## src/rtl/sdh_pkg.sv

```systemverilog
// Shared types, frame geometry constants and slot decode for the STM-N frame sequencer.
package sdh_pkg;

  typedef enum logic [2:0] {
    REG_NONE,
    REG_STM,
    REG_AU4,
    REG_VC4,
    REG_TUG3
  } region_e;

  typedef enum logic [1:0] {
    HUNT,
    PRESYNC,
    SYNC
  } fsm_state_e;

  localparam int unsigned SDH_ROWS = 9;
  localparam int unsigned SDH_COLS = 90;
  localparam int unsigned H3_ROW   = 3;
  localparam int unsigned POH_COL  = 3;

  // Section overhead in cols 0..2 (AU4 pointer row 3), POH column 3 on STS 0 only.
  function automatic region_e sdh_region(input int unsigned row,
                                         input int unsigned col,
                                         input int unsigned sts);
    region_e reg_v;
    if (col < POH_COL) begin
      reg_v = (row == H3_ROW) ? REG_AU4 : REG_STM;
    end else if (col == POH_COL) begin
      reg_v = (sts == 0) ? REG_VC4 : REG_NONE;
    end else begin
      reg_v = REG_TUG3;
    end
    return reg_v;
  endfunction

endpackage

```

## src/rtl/sdh_pos_cnt.sv

```systemverilog
// Row/column/STS position counter for one direction of an STM-N frame.
// i_load forces the current position to (0,0,0) so the marked byte is position zero.
module sdh_pos_cnt
  import sdh_pkg::*;
#(
  parameter int NSTS = 3,
  parameter int RWID = 4,
  parameter int CWID = 7,
  parameter int SWID = 4
) (
  input  logic            clk,
  input  logic            rst_n,
  input  logic            i_load,
  output logic [RWID-1:0] o_row,
  output logic [CWID-1:0] o_col,
  output logic [SWID-1:0] o_sts,
  output logic            o_wrap
);

  logic [RWID-1:0] r_row;
  logic [CWID-1:0] r_col;
  logic [SWID-1:0] r_sts;
  logic [RWID-1:0] w_row, w_row_next;
  logic [CWID-1:0] w_col, w_col_next;
  logic [SWID-1:0] w_sts, w_sts_next;

  always_comb begin
    w_row      = i_load ? '0 : r_row;
    w_col      = i_load ? '0 : r_col;
    w_sts      = i_load ? '0 : r_sts;
    w_row_next = w_row;
    w_col_next = w_col;
    w_sts_next = w_sts + SWID'(1);
    if (w_sts == SWID'(NSTS - 1)) begin
      w_sts_next = '0;
      w_col_next = w_col + CWID'(1);
      if (w_col == CWID'(SDH_COLS - 1)) begin
        w_col_next = '0;
        w_row_next = (w_row == RWID'(SDH_ROWS - 1)) ? '0 : w_row + RWID'(1);
      end
    end
  end

  always_ff @(posedge clk or negedge rst_n) begin
    if (!rst_n) begin
      r_row <= '0;
      r_col <= '0;
      r_sts <= '0;
    end else begin
      r_row <= w_row_next;
      r_col <= w_col_next;
      r_sts <= w_sts_next;
    end
  end

  assign o_row  = w_row;
  assign o_col  = w_col;
  assign o_sts  = w_sts;
  // Natural arrival at (0,0,0), independent of any load.
  assign o_wrap = (r_row == '0) && (r_col == '0) && (r_sts == '0);

endmodule

```

## src/rtl/sdh_frame_seq.sv

```systemverilog
// STM-N Tx/Rx frame sequencer: position counting, slot enables, Tx byte mux,
// Rx byte fan-out with frame alignment, pointer justification and LOF reporting.
module sdh_frame_seq
  import sdh_pkg::*;
#(
  parameter int WID     = 8,
  parameter int NSTS    = 3,
  parameter int RWID    = 4,
  parameter int CWID    = 7,
  parameter int SWID    = 4,
  parameter int CONFIRM = 2,
  parameter int LOSSCNT = 4
) (
  input  logic            clk19,
  input  logic            rst,
  input  logic            rxsof,
  input  logic [WID-1:0]  dirx,
  input  logic            inc,
  input  logic            dec,
  output logic            stmentx,
  output logic            au4entx,
  output logic            vc4entx,
  output logic            tug3entx,
  input  logic [WID-1:0]  stmdi,
  input  logic [WID-1:0]  au4di,
  input  logic [WID-1:0]  vc4di,
  input  logic [WID-1:0]  tug3di,
  output logic [WID-1:0]  dotx,
  output logic            txsof,
  output logic [RWID-1:0] row,
  output logic [CWID-1:0] col,
  output logic [SWID-1:0] sts,
  output logic            stmenrx,
  output logic            au4enrx,
  output logic            vc4enrx,
  output logic            tug3enrx,
  output logic [WID-1:0]  rxdo,
  output logic            rxlocked,
  output logic            lof
);

  localparam int GWID = (CONFIRM > 1) ? $clog2(CONFIRM) : 1;
  localparam int BWID = (LOSSCNT > 1) ? $clog2(LOSSCNT) : 1;

  logic [RWID-1:0] w_tx_row;
  logic [CWID-1:0] w_tx_col;
  logic [SWID-1:0] w_tx_sts;
  logic            w_tx_wrap;
  region_e         w_tx_reg;
  logic [WID-1:0]  r_dotx;
  logic            r_txsof;

  sdh_pos_cnt #(.NSTS(NSTS), .RWID(RWID), .CWID(CWID), .SWID(SWID)) u_tx_cnt (
    .clk    (clk19),
    .rst_n  (rst),
    .i_load (1'b0),
    .o_row  (w_tx_row),
    .o_col  (w_tx_col),
    .o_sts  (w_tx_sts),
    .o_wrap (w_tx_wrap)
  );

  assign w_tx_reg = sdh_region(32'(w_tx_row), 32'(w_tx_col), 32'(w_tx_sts));
  assign stmentx  = (w_tx_reg == REG_STM);
  assign au4entx  = (w_tx_reg == REG_AU4);
  assign vc4entx  = (w_tx_reg == REG_VC4);
  assign tug3entx = (w_tx_reg == REG_TUG3);
  assign row      = w_tx_row;
  assign col      = w_tx_col;
  assign sts      = w_tx_sts;

  always_ff @(posedge clk19 or negedge rst) begin
    if (!rst) begin
      r_dotx  <= '0;
      r_txsof <= 1'b0;
    end else begin
      r_txsof <= w_tx_wrap;
      case (w_tx_reg)
        REG_STM:  r_dotx <= stmdi;
        REG_AU4:  r_dotx <= au4di;
        REG_VC4:  r_dotx <= vc4di;
        REG_TUG3: r_dotx <= tug3di;
        default:  r_dotx <= '0;
      endcase
    end
  end

  assign dotx  = r_dotx;
  assign txsof = r_txsof;

  fsm_state_e      r_state;
  logic [GWID-1:0] r_good;
  logic [BWID-1:0] r_bad;
  logic            r_bad_seen;
  logic            r_lof;
  logic            w_rx_load, w_rx_wrap, w_rx_first, w_rx_sync;
  logic [RWID-1:0] w_rx_row;
  logic [CWID-1:0] w_rx_col;
  logic [SWID-1:0] w_rx_sts;
  region_e         w_rx_reg;
  logic            r_inc_pend, r_dec_pend, r_inc_act, r_dec_act;
  logic            r_stmenrx, r_au4enrx, r_vc4enrx, r_tug3enrx;
  logic [WID-1:0]  r_rxdo;

  assign w_rx_load  = (r_state == HUNT) && rxsof;
  assign w_rx_first = w_rx_wrap || w_rx_load;
  assign w_rx_sync  = (r_state == SYNC);

  sdh_pos_cnt #(.NSTS(NSTS), .RWID(RWID), .CWID(CWID), .SWID(SWID)) u_rx_cnt (
    .clk    (clk19),
    .rst_n  (rst),
    .i_load (w_rx_load),
    .o_row  (w_rx_row),
    .o_col  (w_rx_col),
    .o_sts  (w_rx_sts),
    .o_wrap (w_rx_wrap)
  );

  // Requests collect during one frame and become active for the whole next frame,
  // so anything arriving during the applying row 3 waits one more frame.
  always_ff @(posedge clk19 or negedge rst) begin
    if (!rst) begin
      r_inc_pend <= 1'b0;
      r_dec_pend <= 1'b0;
      r_inc_act  <= 1'b0;
      r_dec_act  <= 1'b0;
    end else if (w_rx_first) begin
      r_inc_act  <= r_inc_pend && !r_dec_pend;
      r_dec_act  <= r_dec_pend && !r_inc_pend;
      r_inc_pend <= inc && !dec;
      r_dec_pend <= dec && !inc;
    end else begin
      if (inc && !dec) r_inc_pend <= 1'b1;
      if (dec && !inc) r_dec_pend <= 1'b1;
    end
  end

  always_comb begin
    w_rx_reg = sdh_region(32'(w_rx_row), 32'(w_rx_col), 32'(w_rx_sts));
    if (w_rx_row == RWID'(H3_ROW)) begin
      if (r_dec_act && (w_rx_col == CWID'(POH_COL - 1))) w_rx_reg = REG_VC4;
      if (r_inc_act && (w_rx_col == CWID'(POH_COL)))     w_rx_reg = REG_NONE;
    end
  end

  always_ff @(posedge clk19 or negedge rst) begin
    if (!rst) begin
      r_stmenrx  <= 1'b0;
      r_au4enrx  <= 1'b0;
      r_vc4enrx  <= 1'b0;
      r_tug3enrx <= 1'b0;
      r_rxdo     <= '0;
    end else begin
      r_stmenrx  <= w_rx_sync && (w_rx_reg == REG_STM);
      r_au4enrx  <= w_rx_sync && (w_rx_reg == REG_AU4);
      r_vc4enrx  <= w_rx_sync && (w_rx_reg == REG_VC4);
      r_tug3enrx <= w_rx_sync && (w_rx_reg == REG_TUG3);
      r_rxdo     <= dirx;
    end
  end

  always_ff @(posedge clk19 or negedge rst) begin
    if (!rst) begin
      r_state    <= HUNT;
      r_good     <= '0;
      r_bad      <= '0;
      r_bad_seen <= 1'b0;
      r_lof      <= 1'b1;
    end else begin
      case (r_state)
        HUNT: begin
          if (rxsof) begin
            r_state <= PRESYNC;
            r_good  <= GWID'(1);
          end
        end
        PRESYNC: begin
          if (w_rx_wrap && rxsof) begin
            r_good <= r_good + GWID'(1);
            if (r_good == GWID'(CONFIRM - 1)) begin
              r_state    <= SYNC;
              r_lof      <= 1'b0;
              r_bad      <= '0;
              r_bad_seen <= 1'b0;
            end
          end else if (w_rx_wrap || rxsof) begin
            r_state <= HUNT;
          end
        end
        SYNC: begin
          // A missing marker at the wrap opens a bad frame; a misplaced one only
          // counts if this frame has not already been marked bad.
          if (w_rx_wrap && rxsof) begin
            r_bad      <= '0;
            r_bad_seen <= 1'b0;
          end else if (w_rx_wrap || (rxsof && !r_bad_seen)) begin
            r_bad_seen <= 1'b1;
            r_bad      <= r_bad + BWID'(1);
            if (r_bad == BWID'(LOSSCNT - 1)) begin
              r_state <= HUNT;
              r_lof   <= 1'b1;
            end
          end
        end
        default: r_state <= HUNT;
      endcase
    end
  end

  assign stmenrx  = r_stmenrx;
  assign au4enrx  = r_au4enrx;
  assign vc4enrx  = r_vc4enrx;
  assign tug3enrx = r_tug3enrx;
  assign rxdo     = r_rxdo;
  assign rxlocked = w_rx_sync;
  assign lof      = r_lof;

endmodule

```

## config.mk

```make
export PLATFORM = sky130hd
export DESIGN_NAME = sdh_frame_seq
export DESIGN_NICKNAME = d
export VERILOG_FILES = /design/src/rtl/sdh_pkg.sv /design/src/rtl/sdh_pos_cnt.sv /design/src/rtl/sdh_frame_seq.sv
export SDC_FILE = /design/constraint.sdc
export NUM_CORES = 1
export LEC_CHECK = 0
export CORE_MARGIN = 2
export CORE_UTILIZATION = 40
export CTS_CLUSTER_DIAMETER = 30
export DETAILED_ROUTE_END_ITERATION = 12
export DONT_BUFFER_PORTS = 1
export PLACE_DENSITY = 0.59
export SLEW_MARGIN = 0
export SYNTH_ARGS = -nofsm -noshare
export SYNTH_HDL_FRONTEND = slang
export SYNTH_SLANG_ARGS = --single-unit
```

## constraint.sdc

```tcl
create_clock -name clk19 -period 3.9 [get_ports clk19]
set_input_delay 0.195 -clock clk19 [delete_from_list [all_inputs] [get_ports clk19]]
set_output_delay 0.195 -clock clk19 [all_outputs]
set_load 0.005 [all_outputs]
```

==> results.json, run 1 <==
{
  "yosys.area.top_type": "dfrtp_1",
  "min_to": "r_dec_pend",
  "gp_congestion": 0.8071,
  "worstReg2RegStart": "u_tx_cnt.r_col[2]",
  "r2r_setup_slack_ns": 1.13,
  "drcViolationCount": 0,
  "period_minus_slack_ns": 2.772,
  "clock-sinks": 62,
  "clk_latency_ns": 0.34,
  "die_x_um": 92.98,
  "row_count": 32,
  "hold_start": "dec",
  "whs_path_depth": 2,
  "ant_nets": 0,
  "ys_seq_area_share_pct": 49.03,
  "clock_path_buffers": 2,
  "r2r_cells": 6,
  "synth_cell_types": 62,
  "yosysWarnings": 0,
  "synth_ff_type": "dfrtp_1",
  "slew_headroom_pct": 46.25,
  "clock_power_share_pct": 33.2,
  "core_area_mm2": 0.007687,
  "max_stage_delay_ns": 0.55,
  "pre_cts_slack_ns": 1.150,
  "cts_inserted_buffers": 9,
  "die_h_um": 92.98,
  "slew_violations": 0,
  "first_global_vias": 2578,
  "status": "completed",
  "synth.ff_latch_count": 62,
  "antenna_found_initial": 0,
  "p_sw_share_pct": 31.28,
  "synth_nets": 378,
  "grt_max_degree": 63,
  "wl_mm": 7.365,
  "worst_setup_path_end_kind": "flip-flop",
  "worst_slew_pin_slew_ns": 0.8028,
  "final_nets": 413,
  "dieArea_mm2": 0.008644,
  "crit_type": "reg -> reg",
  "hold_path_class": "in -> reg",
  "power.internal_mw": 1.248,
  "rsz0062_at_grt": "no",
  "yosys-top-cells-area": "dfrtp_1, nand2_1, ha_1",
  "fmax_mhz": 360.8,
  "clk_pin_slew_worst_paths_ns": 0.07,
  "cts_tree": "built",
  "power_density_mw_per_mm2": 479.4,
  "timing.rr.end": "dotx[1]",
  "netlist.area_leader.share_pct": 48.20,
  "area_growth_pct": 19.64,
  "worstPathRequired_ns": 4.17,
  "hpwl_mm": 4.833,
  "p_switching_uw": 568.2,
  "cap_violations": 0,
  "crit_fanout": 9,
  "final_area_mm2": 0.003789,
  "io_buffer_count": 0,
  "syn_area_per_cell_um2": 9.835,
  "placed_area_mm2": 0.003279,
  "grt_pass1_wl_mm": 12.03,
  "grt_remaining_overflow": 0,
  "p_leak_nw": 1.643,
  "path_buf_inv": 1,
  "gr-usage-all-layers_pct": 17.66,
  "drt-wirelength-per-cell_um": 15.87,
  "ir_drop_mv": 0.1916,
  "fin_crit_sh_pct": 71.07,
  "cts_root_buffer": "clkbuf_8",
  "cp_top_family": "simple AND/OR/NAND/NOR gates",
  "critPathLaunchType": "flip-flop",
  "syn_inst": 322,
  "finalSetupTns_ns": 0,
  "initial_core_util_pct": 41.19,
  "drtIter0Drc": 179,
  "synth-edff-count": 0,
  "finalHoldViolations": 0,
  "pwr-share-seq_pct": 45.2,
  "io_pins": 87,
  "cp_data_arrival_time_ns": 3.04,
  "netlist_area_mm2": 0.003167,
  "p_comb_share_pct": 21.6,
  "setup_viol": 0,
  "routed_via_density": 5.552,
  "drive_above_1_share_pct": 12.43,
  "ys_async_sr_fraction_pct": 100.0,
  "layout_setup_ws_ns": 1.128,
  "dr.pass1.iters": 4,
  "vias": 2576,
  "antenna-diode-count": 0,
  "htreeDepth": 3,
  "p_total_mw": 1.816,
  "crit_slowest_cell": "or4_1",
  "skew_ns": 0.005924,
  "path_cells": "or4_1, nor2_2, and4bb_1, and4_1, a221o_2, dlygate4sd3_1",
  "cts_resized": 0
}
==> cell usage after synthesis (all sizes together) (3+ instances only) <==
cell and count:
inv 12, a21oi 23, nor2b 6, mux2i 4, nand4 4, dfrtp 61, nand3 7, and2 5
mux2 7, nand2 51, a22oi 3, buf 3, nor2 27, and3 5, nor3 5, xor2 3
ha 11, nor4 5, o21ai 25, a31oi 5, a221o 9
==> per-stage QoR <==
stage / instances / utilization [%] / hold slack, ns
2_1_floorplan: 322 / - / -0.1006
3_3_place_gp: 420 / 42.66 / -0.09724
3_5_place_dp: 420 / 42.66 / -0.09804
4_1_cts: 464 / 49.28 / 0.01044
5_1_grt: 464 / 49.28 / 0.03149
6_report: 464 / 49.28 / 0.02022
==> registers in the layout, indices dropped and copies added (netlist names), 2 cells and up <==
name,flops
dotx,8
r_bad,2
r_state,2
rxdo,8
u_rx_cnt.r_col,7
u_rx_cnt.r_row,4
u_rx_cnt.r_sts,4
u_tx_cnt.r_col,7
u_tx_cnt.r_row,4
u_tx_cnt.r_sts,4
==> cell usage in the layout, fill, tap and decap left out, types with 2 or more instances in the layout <==
| master | count |
|---|---|
| a21boi_0 | 2 |
| a21oi_1 | 23 |
| a221o_2 | 8 |
| a22o_1 | 2 |
| a22oi_1 | 3 |
| a31oi_1 | 5 |
| and2_1 | 4 |
| and3_1 | 5 |
| clkbuf_8 | 12 |
| dfrtp_1 | 61 |
| dlygate4sd3_1 | 27 |
| ha_1 | 11 |
| inv_1 | 12 |
| mux2_2 | 7 |
| mux2i_1 | 4 |
| nand2_1 | 50 |
| nand2b_1 | 2 |
| nand3_1 | 6 |
| nand4_1 | 4 |
| nor2_1 | 25 |
| nor2_2 | 2 |
| nor2b_1 | 6 |
| nor3_1 | 5 |
| nor4_1 | 2 |
| nor4_2 | 3 |
| o21ai_0 | 24 |
| o21bai_1 | 2 |
| or3_1 | 2 |
| or4_1 | 2 |
| xnor2_1 | 2 |
| xor2_1 | 3 |
==> per-layer routing <==
| layer | track usage, % | vias to the layer above | share of wire, % |
|---|---|---|---|
| li1 | - | 1234 | - |
| met1 | 22.30 | 1259 | 45 |
| met2 | 28.26 | 73 | 48 |
| met4 | 6.618 | 0 | 1.7 |
| met5 | 0 | - | 0 |
| met3 | 5.802 | 10 | 5.4 |
==> power groups by stage <==
stage                     Combinational [mW]  Clock (mW)  Sequential [mW]
after floorplan                        0.288           0            0.805
final                                  0.392       0.603            0.821
after global placement                 0.352           0            0.826
after CTS                              0.396       0.621            0.820
after detailed placement               0.356           0            0.830
after global routing                   0.444       0.651            0.834
==> how the worst max path moves through the flow <==
stage / from / slack (ns) / cells past startpoint / endpoint
2_1_floorplan: r_state[1] / 1.73 / 11 / u_rx_cnt.r_row[3]
3_3_place_gp: r_state[1] / 1.25 / 9 / u_rx_cnt.r_row[2]
3_5_place_dp: r_state[1] / 1.15 / 9 / u_rx_cnt.r_row[2]
4_1_cts: r_state[1] / 1.12 / 9 / u_rx_cnt.r_row[2]
5_1_grt: r_state[1] / 0.83 / 9 / u_rx_cnt.r_row[0]
6_report: u_tx_cnt.r_col[2] / 1.13 / 6 / dotx[1]
==> layout make-up <==
type / instances / area [um2]
timing repair buffer: 29 / 305.3
clock inverter: 3 / 42.54
tap: 102 / 127.6
sequential: 62 / 1553
clock buffer: 13 / 168.9
multi-input combinational: 242 / 1543
fill: 744 / 3899
inverter: 13 / 48.80
==> timing repair <==
action	CTS	global route
buffers inserted	0	0
hold endpoints to repair	82	0
hold buffers	28	0
==> cell families after synthesis <==
kind of cell / count (synthesis) / synth area share, %
AND/OR/NAND/NOR: 131 / 21.49
XOR/XNOR: 5 / 1.383
AO/OA/AOI/OAI: 84 / 17.58
flip-flops: 62 / 49.03
buffers and inverters: 18 / 2.410
multiplexers: 11 / 3.754
adder cells (fa/ha/maj): 11 / 4.346
(Power assumes the default switching activity.)
==> run 2, diff against run 1 <==
- clock period: 3.9 -> 2.6 ns (I/O delays scaled with it)
==> run 2 against run 1 <==
Routed wire length down 3.9%. Fmax up 15%. Critical path depth did not move. Combinational power rose by 56%. Setup slack got worse by 0.93 ns. Clock skew rose by 0.0059 ns. Highest routed layer unchanged. Global-route usage about the same. Largest power group unchanged.
==> results.json, run 2 (synthesis results as in run 1) <==
{
  "status": "completed",
  "dr.pass1.iters": 4,
  "crit_fanout": 7,
  "hold_path_class": "in -> reg",
  "gp_congestion": 0.7878,
  "clock-sinks": 62,
  "cts_root_buffer": "clkbuf_8",
  "p_sw_share_pct": 29.23,
  "wl_met2_mm": 3.469,
  "ir_drop_mv": 0.3553,
  "drive_above_1_share_pct": 13.35,
  "pre_cts_slack_ns": 0.5098,
  "finalSetupTns_ns": 0,
  "power.internal_mw": 2.041,
  "p_comb_share_pct": 21.2,
  "layout_setup_ws_ns": 0.1952,
  "postCtsSetupRepairBufs": 0,
  "crit_type": "reg -> reg",
  "die_h_um": 92.98,
  "layout_common_cells": "dfrtp_1, nand2_1, dlygate4sd3_1",
  "placed_area_mm2": 0.003309,
  "finalHoldViolations": 0,
  "ant_nets": 0,
  "grt_pass1_wl_mm": 12.12,
  "antenna_found_initial": 0,
  "first_global_vias": 2554,
  "antenna-diode-count": 0,
  "setup_viol": 0,
  "gr-usage-all-layers_pct": 17.66,
  "period_minus_slack_ns": 2.405,
  "drt-wirelength-per-cell_um": 15.09,
  "cap_violations": 0,
  "power_density_mw_per_mm2": 746.0,
  "mostFrequentLayoutCell": "dfrtp_1",
  "routed_via_density": 5.426,
  "hpwl_mm": 4.821,
  "worst_slew_pin_slew_ns": 0.4353,
  "wl_met1_mm": 3.169,
  "clock_path_buffers": 2,
  "slew_violations": 0,
  "clk_pin_slew_worst_paths_ns": 0.07,
  "wl_mm": 7.076,
  "grt_max_degree": 63,
  "io_buffer_count": 0,
  "area_growth_pct": 22.05,
  "drtIter0Drc": 143,
  "vias": 2545,
  "final_area_mm2": 0.003865,
  "clock_power_share_pct": 36.3,
  "cts_inserted_buffers": 9,
  "grt_remaining_overflow": 0,
  "die_x_um": 92.98,
  "rsz0062_at_grt": "no",
  "critPathLaunchType": "flip-flop",
  "cts_resized": 0,
  "htreeDepth": 3,
  "pwr-share-seq_pct": 42.6,
  "dieArea_mm2": 0.008644,
  "clk_latency_ns": 0.34,
  "p_leak_nw": 1.682,
  "worstPathRequired_ns": 2.81,
  "initial_core_util_pct": 41.19,
  "io_pins": 87,
  "fmax_mhz": 415.8,
  "core_area_mm2": 0.007687,
  "fin_crit_sh_pct": 92.49,
  "skew_ns": 0.01183,
  "row_count": 32,
  "final_nets": 418,
  "drcViolationCount": 0,
  "cp_data_arrival_time_ns": 2.61,
  "slew_headroom_pct": 70.87,
  "worst_setup_path_end_kind": "flip-flop",
  "maxUsedRoutingLayer": "met4",
  "route.met3.wl_um": 349,
  "p_switching_uw": 842.7,
  "cts_tree": "built"
}
run 2: cell count changes in the layout (fill, tap and decap cells not counted):
| cell | before | now |
|---|---|---|
| clkbuf_8 | 12 | 10 |
| clkinv_4 | 0 | 1 |
| clkinv_2 | 1 | 0 |
| dlygate4sd3_1 | 27 | 28 |
| buf_4 | 1 | 5 |
| bufinv_16 | 1 | 3 |
run 2: power by group through the flow:
stage	Clock (mW)	Combinational, mW	Sequential, mW
after floorplan	0	0.432	1.21
after global routing	1.12	0.689	1.25
after detailed placement	0	0.539	1.24
after global placement	0	0.535	1.24
after CTS	1.08	0.613	1.22
final	1.05	0.610	1.23
run 2: path summary, 6_finish.rpt:
path                                    from                 to  slack, ns  cells past startpoint
max                        u_rx_cnt.r_sts[0]         r_dec_pend       0.20                      6
min                                      dec         r_inc_pend       0.04                      2
max reg2reg                u_rx_cnt.r_sts[0]         r_dec_pend       0.20                      6
min reg2reg                         r_bad[1]           r_bad[1]       0.51                      1
max in group asynchronous                rst                lof       1.97                      2
min in group asynchronous                rst  u_rx_cnt.r_col[5]       0.32                      2
run 2: final cells by class:
type / count / area, um2
repair buffers: 34 / 345.3
inverters: 13 / 48.80
clock buffers: 11 / 141.4
clock inverters: 5 / 106.4
multi-input cells: 242 / 1543
well taps: 102 / 127.6
fillers: 736 / 3822
flip-flops and latches: 62 / 1553
run 2: worst max-delay path, cell delays in order, from the launching register on:
cell           delay (ns)
dfrtp_1              0.44
nor4_2               0.46
nand3_2              0.22
nor2_2               0.32
nor2_1               0.15
o2bb2ai_1            0.14
dlygate4sd3_1        0.56
run 2: routing by layer:
metal	up-vias	global-route usage [%]
li1	1249	-
met1	1224	22.25
met2	63	28.44
met3	9	6.044
met4	0	6.005
met5	-	0
run 2: what timing repair did:
item,CTS,global route
hold endpoints to repair,82,0
endpoints found under the setup margin,0,0
hold buffers,29,0
run 2: stage by stage:
step,hold WS (ns),power [mW],util [%],instances
finish,0.03980,2.883,50.28,469
global placement,-0.1627,1.775,43.05,424
global route,0.02515,3.060,50.28,469
CTS,0.02401,2.921,50.28,469
detailed placement,-0.1624,1.782,43.05,424
floorplan,-0.1656,1.639,-,322
